==> src/rtl/rs_sched_pkg.sv <==
// rtl/rs_sched_pkg.sv - shared constants, index type and bit-vector helpers for the RS scheduler
package rs_sched_pkg;

  localparam int NUM_RS_ENTRIES = 8;
  // Widest vector the helpers accept; callers zero-extend narrower vectors.
  localparam int MAX_ENTRIES = 32;

  typedef logic [$clog2(NUM_RS_ENTRIES)-1:0] t_rs_idx;

  // Index of the set bit of a one-hot vector; 0 for an all-zero vector.
  function automatic logic [4:0] onehot_to_idx(input logic [MAX_ENTRIES-1:0] v);
    logic [4:0] idx;
    idx = '0;
    for (int i = 0; i < MAX_ENTRIES; i++) begin
      if (v[i]) idx = idx | 5'(i);
    end
    return idx;
  endfunction

  // Lowest set bit of v returned as a one-hot vector (zero if v is zero).
  function automatic logic [MAX_ENTRIES-1:0] find_first_set(input logic [MAX_ENTRIES-1:0] v);
    return v & (~v + 32'd1);
  endfunction

endpackage

==> src/rtl/rs_age_matrix.sv <==
// rtl/rs_age_matrix.sv - NxN age matrix picking the oldest candidate entry
module rs_age_matrix
  import rs_sched_pkg::*;
#(
  parameter int N = NUM_RS_ENTRIES
) (
  input  logic         clk,
  input  logic         reset_n,
  input  logic [N-1:0] alloc_oh,
  input  logic [N-1:0] valid,
  input  logic [N-1:0] cand,
  output logic [N-1:0] oldest_oh
);

  // age[i][j] = 1 means entry i is older than entry j.
  logic [N-1:0] age [N];
  logic         blocked;

  // On alloc of k: row k cleared (k is younger than everyone), column k takes
  // the currently valid set (they are all older than k); diagonal stays 0.
  // Freed entries are left stale; the candidate mask hides them.
  always_ff @(posedge clk or negedge reset_n) begin
    if (!reset_n) begin
      for (int i = 0; i < N; i++) age[i] <= '0;
    end else begin
      for (int i = 0; i < N; i++) begin
        for (int j = 0; j < N; j++) begin
          if (alloc_oh[i]) age[i][j] <= 1'b0;
          else if (alloc_oh[j]) age[i][j] <= valid[i] && (i != j);
        end
      end
    end
  end

  // A candidate wins when no other candidate is older than it.
  always_comb begin
    oldest_oh = '0;
    blocked   = 1'b0;
    for (int i = 0; i < N; i++) begin
      blocked = 1'b0;
      for (int j = 0; j < N; j++) begin
        if (cand[j] && age[j][i]) blocked = 1'b1;
      end
      oldest_oh[i] = cand[i] && !blocked;
    end
  end

  // Valid entries form a strict age order, so any non-empty candidate set has one winner.
  always @(posedge clk) begin
    if (reset_n && (|cand)) assert ($onehot(oldest_oh));
  end

endmodule

==> src/rtl/rs_sched.sv <==
// rtl/rs_sched.sv - RS allocation pick and oldest-first issue arbitration; RS_SCHED_PERF_EN adds perf counters
module rs_sched
  import rs_sched_pkg::*;
#(
  parameter int NUM_ENTRIES = NUM_RS_ENTRIES,
  parameter int CNT_W       = $clog2(NUM_ENTRIES + 1)
) (
  input  logic                           clk,
  input  logic                           reset_n,
  input  logic                           disp_valid_rs0,
  output logic                           disp_ready_rs0,
  output logic [NUM_ENTRIES-1:0]         e_alloc_rs0,
  input  logic [NUM_ENTRIES-1:0]         e_valid,
  input  logic [NUM_ENTRIES-1:0]         e_req_issue_rs1,
  input  logic                           ex_ready_rs1,
  output logic [NUM_ENTRIES-1:0]         e_gnt_issue_rs1,
  output logic                           iss_valid_rs1,
  output logic [$clog2(NUM_ENTRIES)-1:0] iss_idx_rs1,
`ifdef RS_SCHED_PERF_EN
  output logic [31:0]                    perf_issue_cnt,
  output logic [31:0]                    perf_full_stall_cnt,
`endif
  output logic [CNT_W-1:0]               occ_rs0
);

  localparam int IDX_W = $clog2(NUM_ENTRIES);

  logic [NUM_ENTRIES-1:0] free_vec;
  logic [NUM_ENTRIES-1:0] alloc_target;
  logic [NUM_ENTRIES-1:0] alloc_oh;
  logic [NUM_ENTRIES-1:0] cand;
  logic [NUM_ENTRIES-1:0] win;
  logic                   alloc_fire;
  logic [CNT_W-1:0]       occ;

  // Allocation: lowest-index free entry, zero-latency. Outputs are held low in reset.
  assign free_vec       = ~e_valid;
  assign alloc_target   = NUM_ENTRIES'(find_first_set(32'(free_vec)));
  assign disp_ready_rs0 = reset_n & (|free_vec);
  assign alloc_fire     = disp_valid_rs0 & disp_ready_rs0;
  assign alloc_oh       = alloc_target & {NUM_ENTRIES{alloc_fire}};
  assign e_alloc_rs0    = alloc_oh;

  // Issue: oldest requesting valid entry; grant only when execute can take it.
  assign cand = e_req_issue_rs1 & e_valid;

  rs_age_matrix #(
    .N(NUM_ENTRIES)
  ) u_age (
    .clk       (clk),
    .reset_n   (reset_n),
    .alloc_oh  (alloc_oh),
    .valid     (e_valid),
    .cand      (cand),
    .oldest_oh (win)
  );

  assign e_gnt_issue_rs1 = win & {NUM_ENTRIES{ex_ready_rs1 & reset_n}};
  assign iss_valid_rs1   = |e_gnt_issue_rs1;
  // The index follows the winner even while execute is stalled.
  assign iss_idx_rs1     = reset_n ? IDX_W'(onehot_to_idx(32'(win))) : '0;

  // Occupancy: +1 on alloc, -1 on grant, unchanged when both happen.
  always_ff @(posedge clk or negedge reset_n) begin
    if (!reset_n) occ <= '0;
    else if (alloc_fire && !iss_valid_rs1) occ <= occ + CNT_W'(1);
    else if (!alloc_fire && iss_valid_rs1) occ <= occ - CNT_W'(1);
  end

  assign occ_rs0 = occ;

  // Occupancy stays within range and tracks the entries' valid bits.
  always @(posedge clk) begin
    if (reset_n) begin
      assert (occ <= CNT_W'(NUM_ENTRIES));
      assert (!(occ == '0 && iss_valid_rs1));
      assert (int'(occ) == $countones(e_valid));
    end
  end

`ifdef RS_SCHED_PERF_EN
  // Saturating counts of issues and dispatch stalls on a full station.
  always_ff @(posedge clk or negedge reset_n) begin
    if (!reset_n) begin
      perf_issue_cnt      <= '0;
      perf_full_stall_cnt <= '0;
    end else begin
      if (iss_valid_rs1 && perf_issue_cnt != '1)
        perf_issue_cnt <= perf_issue_cnt + 32'd1;
      if (disp_valid_rs0 && !disp_ready_rs0 && perf_full_stall_cnt != '1)
        perf_full_stall_cnt <= perf_full_stall_cnt + 32'd1;
    end
  end
`endif

endmodule

==> config.mk <==
export PLATFORM = sky130hd
export DESIGN_NAME = rs_sched
export DESIGN_NICKNAME = d
export VERILOG_FILES = /design/src/rtl/rs_sched_pkg.sv /design/src/rtl/rs_age_matrix.sv /design/src/rtl/rs_sched.sv
export SDC_FILE = /design/constraint.sdc
export NUM_CORES = 1
export LEC_CHECK = 0
export BUFFER_PORTS_ARGS = -buffer_cell sky130_fd_sc_hd__buf_2
export CAP_MARGIN = 0
export CORE_UTILIZATION = 51
export CTS_CLUSTER_SIZE = 8
export DETAILED_ROUTE_END_ITERATION = 7
export PLACE_DENSITY_LB_ADDON = 0.3
export SYNTH_ARGS = -nofsm -noshare
export SYNTH_HDL_FRONTEND = slang
export SYNTH_SLANG_ARGS = --single-unit
export TNS_END_PERCENT = 100
==> constraint.sdc <==
create_clock -name clk -period 3.1 [get_ports clk]
set_clock_uncertainty 0.2 [all_clocks]
set_input_delay 0.93 -clock clk [delete_from_list [all_inputs] [get_ports clk]]
set_output_delay 0.93 -clock clk [all_outputs]
set_load 0.02 [all_outputs]
After elaboration in Yosys (flattened, before gate mapping)
Cells that the tools add are included.

word-level totals
  word-level logic and storage cells = 354
  register bits = 60
  output and inout port bits = 25
  bits of input ports = 20

operators by class
  muxes and demuxes = 178
  add/subtract/negate cells = 3
  reductions and logical operators = 107
  bitwise operators = 9

operators by type and width
  operator                                           count
  2-to-1 mux 1 bit                                   169
  logical AND 1 bit                                  66
  nonzero test 2 bit                                 29
  bitwise AND 8 bit                                  4
  inverter 8 bit                                     2
  OR reduction 8 bit                                 2
  2-to-1 mux 3 bit                                   5
  zero test 1 bit                                    10
  adder 8 x 1 -> 8 bit (second input constant)       1
  2-to-1 mux 4 bit                                   2
  adder 4 x 1 -> 4 bit (second input constant)       1
  2-to-1 mux 2 bit                                   2
  subtractor 4 x 1 -> 4 bit (second input constant)  1
  bitwise AND 1 bit                                  3

Depth between registers and ports, before layout
  word-level depth = 19
  gate-level depth with buffers = 14
  gate-level depth less buffers = 13

By module
A second synthesis with hierarchy kept.

second synthesis, totals
  cell total of the unflattened synthesis = 304
  area, all modules = 3,178.0 µm²

by module, submodules not included
  module         area an instance (µm²)  times used  seq. area each (µm²)  cells each
  rs_age_matrix  2,622.5                 1           1,401.3               231
  rs_sched       555.5                   1           100.1                 73

Least setup slack after synthesis
Ideal clock, no wire load.

  kind = input -> register
  start point = in e_valid[2]
  end point = reg occ[3] (netlist: occ_rs0[3])
  data required time = 2,770 ps
  cell stages on the path = 14
  library setup time = 130 ps
  path slack = -753 ps
  path buffers = 1
  data arrival time = 3,523 ps
  path through = buf_2 > and2_1 > a22o_1 > nor3_1 > nor2_1 > a31o_1 > ha_1 > inv_1 > ha_1 > a21o_1 > a21oi_1 > xnor2_1 > nor2_1 > xor2_1

between the ends
  word-level cells in the longest chain between the ends = 15
  elaborated cells on any way between the ends = 72
  those cells by class = 38 x mux; 5 x bitwise; 29 x reduce/logical

ends and longest elaborated chain
  what                                                           line                 RTL
  start, declared                                                rs_sched.sv:13       input logic [NUM_ENTRIES-1:0] e_valid,
  bitwise AND 8 bit (*)                                          rs_sched.sv:45       assign cand = e_req_issue_rs1 & e_valid;
  logical AND 1 bit (*)                                          rs_age_matrix.sv:42  if (cand[j] && age[j][i]) blocked = 1'b1;
  2-to-1 mux 1 bit (*) (6 in series)                             rs_age_matrix.sv:42
  zero test 1 bit (*)                                            rs_age_matrix.sv:44  oldest_oh[i] = cand[i] && !blocked;
  logical AND 1 bit (*)                                          rs_age_matrix.sv:44
  bitwise AND 8 bit (*)                                          rs_sched.sv:58       assign e_gnt_issue_rs1 = win & {NUM_ENTRIES{ex_ready_rs1 & reset_n}};
  named net e_gnt_issue_rs1[0]                                   rs_sched.sv:16       output logic [NUM_ENTRIES-1:0] e_gnt_issue_rs1,
  OR reduction 8 bit (*)                                         rs_sched.sv:59       assign iss_valid_rs1 = |e_gnt_issue_rs1;
  zero test 1 bit                                                rs_sched.sv:66       else if (alloc_fire && !iss_valid_rs1) occ <= occ + CNT_W'(1);
  logical AND 1 bit                                              rs_sched.sv:66
  2-to-1 mux 4 bit / nonzero test 2 bit (equally long branches)  --
  end signal, assigned                                           rs_sched.sv:66
  end signal, assigned                                           rs_sched.sv:67       else if (!alloc_fire && iss_valid_rs1) occ <= occ - CNT_W'(1);
  end, declared                                                  rs_sched.sv:34       logic [CNT_W-1:0] occ;

The timed path passes the listed nets; every way through them passes the cells marked *.
A chain may end at the register's enable or synchronous reset.

Worst setup path in the final report
  start point = in e_valid[2]
  end point = out iss_valid_rs1

between the ends
  word-level cells in the longest chain between the ends = 12
  elaborated cells on any way between the ends = 62
  those cells by class = 37 x mux; 2 x bitwise; 23 x reduce/logical

ends and longest elaborated chain
  what                            line                 RTL
  bitwise AND 8 bit (*)           rs_sched.sv:45
  logical AND 1 bit               rs_age_matrix.sv:42
  2-to-1 mux 1 bit (6 in series)  rs_age_matrix.sv:42
  zero test 1 bit                 rs_age_matrix.sv:44
  logical AND 1 bit               rs_age_matrix.sv:44
  bitwise AND 8 bit (*)           rs_sched.sv:58
  OR reduction 8 bit (*)          rs_sched.sv:59
  end, declared                   rs_sched.sv:17       output logic iss_valid_rs1,

Every way passes the cells marked *; elsewhere a longest branch is shown, timed or not.

==> summary.md <==
| Metric | Value |
|---|---|
| Max Root-Sink Buffers | 2 |
| Initial antenna violation count | 0 |
| Max capacitance violation total | 0 |
| Clock share of power | 31.7% |
| Main synth FF type | dfrtp_1 |
| Routed Antenna Nets | 0 |
| Combinational Power Share | a little over a quarter |
| Routed vias/inst | around 6.7 |
| Starting DRT DRC Count | about 590 |
| Commonest non-fill, non-tap cell in the layout | buf_4 |
| Buf+Inv Stages, Crit Path | 4 |
| Worst path arrival time | between 2000 and 2500 ps |
| Vias in the first global route | 3451 |
| Avg Cell Area, Syn | 8.76 sq um |
| Hold buffers post-CTS | 0 |
| Fin. Hold Viols | 0 |
| Syn. warnings | 0 |
| Critical path's top delay family | buffers and inverters |
| # setup viols final | 20 |
| Syn_nets | between 300 and 400 |
| Final Non-Filler Cells | roughly 530 |
| IO Pins | 45 |
| Synthesized area | between 3000 and 4000 sq um |
| Cells after synthesis | 345 |
| Critical path launch point type | primary input |
| Core ar. | 5610 sq um |
| Sequential share of power | 41.3% |
| CP max FO | 4 |
| RSZ-0062 raised after global routing | yes |
| Register area | 1500 sq um |
| H-tree lvl count | 3 |
| Total GRT Usage | 40.0% |
| Layout cell share with drive strength beyond 1 | 44.3% |
| Switch share | 32.1% |
| Reg2reg setup slack | approximately 90 ps |
| Detailed Place HPWL | 6.78 mm |
| Rel. slew slack | 62.5% |
| First-pass GRT wire length | 18.2 mm |
| Crit share post-route | 116% |
| Rows | 27 |
| CTS tree | yes |
| WL/cell | 24.0 um |
| Drt total wl | roughly 13 mm |
| Clk sink count | 60 |
| Via Count | between 3000 and 4000 |
| Setup ws final | -502 ps |
| Slowest-stage cell, CP | a2111oi_4 |
| Synthesis-stage register bit count | 60 |
| Crit path time final | 3600 ps |
| Area of the multi-input gates | 1700 sq um |
| Max Slew Vio Count | 0 |
| Worst r2r path cells | 14 |
| N_diodes | 0 |
| EDFF count, synth | 0 |
| Num CTS Buffers | 9 |
| Crit-path max cell delay | 400 ps |
| Crit. End Element | output port |
| Worst EP required | 1970 ps |
| CP dominant cell by count | buf_4 |
| Worst vdd ir | approximately 370 uV |
| Worst-path cell chain | buf_8 > buf_6 > nand3_2 > nand4_1 > a2111oi_4 > nor4_2 > buf_4 > a31oi_1 > buf_4 |
| Die Footprint | roughly 6200 sq um |
| Power Density | 534 nW/um^2 |
| Crit Path Class | in -> out |
| Die H | 79.0 um |
| Final hold slack | ~280 ps |
| DRT Pass-1 Iters | 8 |
| CP Depth | 9 |
| Library cells used by synthesis | 49 |
| Commonest cells after routing, fill and taps aside | buf_4, nand2_1, dfrtp_1, nand3_1, buf_6 |
| Final nets | 479 |
| Gpl congestion | ~0.94 |
| Clock transition at path regs | 60 ps |
| Status | complete, but fails checks |
| Sequential element share of the synthesized area | between 40 and 50% |
| GRT overflow | 0 |
| Worst-Skew Late Latency | 340 ps |
| Worst Max-Slew Pin Slew | 563 ps |
| Psw | 0.800 mW |
| Worst hold stages | 1 |
| Number of remaining DRC errors | 38 |
| Pint | 1.70 mW |
| Largest net degree at the start of global routing | 45 |
| FMAX | 278 MHz |
| Area delta synth->final | 54.5% |
| Buffers added on ports | 44 |
| Post-synth ARST share | 100% |
| Die Wd | 79.0 um |
| Placed cells | 500 |
| Failing checks | design-rule violations, negative setup slack |
| Hold crit path type | reg -> reg |
| FILL cells | 274 |
| Initial Util | 53.9% |
| Leak | 2.38 nW |
| Root Buffer | clkbuf_8 |
-- cell type report --
| type | count | area share [%] |
|---|---|---|
| clock buffer | 11 | 3.03 |
| clock inverter | 5 | 1.61 |
| inverter | 11 | 0.884 |
| multi-input combinational | 249 | 36.3 |
| sequential | 60 | 32.2 |
| tap | 72 | 1.93 |
| timing repair buffer | 124 | 24.1 |
-- synthesized netlist by cell type (all sizes together) (2+ instances only) --
library cell	n	area (sq um)
a2111oi	3	28.8
a21o	11	82.6
a21oi	12	60.1
a31oi	3	18.8
a32o	3	30.0
and2	3	18.8
buf	14	86.3
clkbuf	11	41.3
dfrtp	60	1500
ha	3	37.5
inv	10	37.5
nand2	72	278
nand3	55	275
nand4	9	56.3
nor2	27	104
nor2b	4	25.0
nor3	5	25.0
nor4	4	25.0
o21a	2	15.0
o21ai	9	45.0
o22a	3	26.3
or2	2	12.5
xnor2	3	26.3
-- layer usage --
layer  GRT usage [%]  routed length (um)  up-vias
li1                -                   -     1414
met1            49.2                4460     1644
met2            62.3                5570      384
met3            9.43                1550      124
met4            27.3                1210        0
met5               0                   0        -
-- worst register-to-register path, cell delays in order (launching register included) --
cell and delay [ps]:
dfrtp_1 420, nand3_1 150, nand4_1 190, a2111oi_4 310
nor2_2 120, buf_4 150, a31o_1 200, ha_2 190
inv_2 90, ha_4 210, a21o_1 190, a21oi_2 130
xnor2_1 120, nor2_1 70, xor2_1 150
-- metrics by stage --
stage	setup TNS, ps	area, sq um	power (mW)	worst slack, ps	util [%]
detailed placement	-4930	3780	1.54	-473	67.4
finish	-3750	4670	2.49	-502	83.3
global placement	-4580	3780	1.51	-459	67.4
global route	-4280	4670	2.58	-543	83.3
floorplan	-918	3150	1.32	-274	-
CTS	-1460	4520	2.39	-263	80.6
-- cell families after synthesis --
group                    Yosys count  synth area share, %
AO/OA/AOI/OAI                     53                 12.0
XOR/XNOR                           4                 1.16
adder cells (fa/ha/maj)            4                 1.90
buffers and inverters             36                 5.59
flip-flops                        60                 49.7
multiplexers                       1                0.373
AND/OR/NAND/NOR                  187                 29.3
-- sequential cells by signal (all words and copies together) (netlist names) --
register / cells
occ_rs0: 4
u_age.age: 56
-- path summary, 6_finish.rpt --
path                                from       endpoint
setup / recovery              e_valid[2]  iss_valid_rs1
hold / removal             u_age.age[23]  u_age.age[23]
setup reg to reg           u_age.age[59]     occ_rs0[3]
hold reg to reg            u_age.age[23]  u_age.age[23]
max in group asynchronous        reset_n  u_age.age[25]
min in group asynchronous        reset_n  u_age.age[34]
-- power groups by stage --
| stage | registers (mW) | clock network (mW) | logic [mW] |
|---|---|---|---|
| 2_1_floorplan | 1.02 | 0 | 0.305 |
| 3_3_place_gp | 1.00 | 0 | 0.508 |
| 3_5_place_dp | 1.01 | 0 | 0.526 |
| 4_1_cts | 1.00 | 0.786 | 0.599 |
| 5_1_grt | 1.03 | 0.827 | 0.718 |
| 6_report | 1.03 | 0.790 | 0.675 |
-- what timing repair did --
item / in CTS / in global routing
buffers inserted: 15 / 4
resized for setup: 93 / 32
endpoints found under the setup margin: 21 / 22
gates cloned: 2 / 0
pin swaps: 27 / 9
Power figures use the tool's default switching activity.
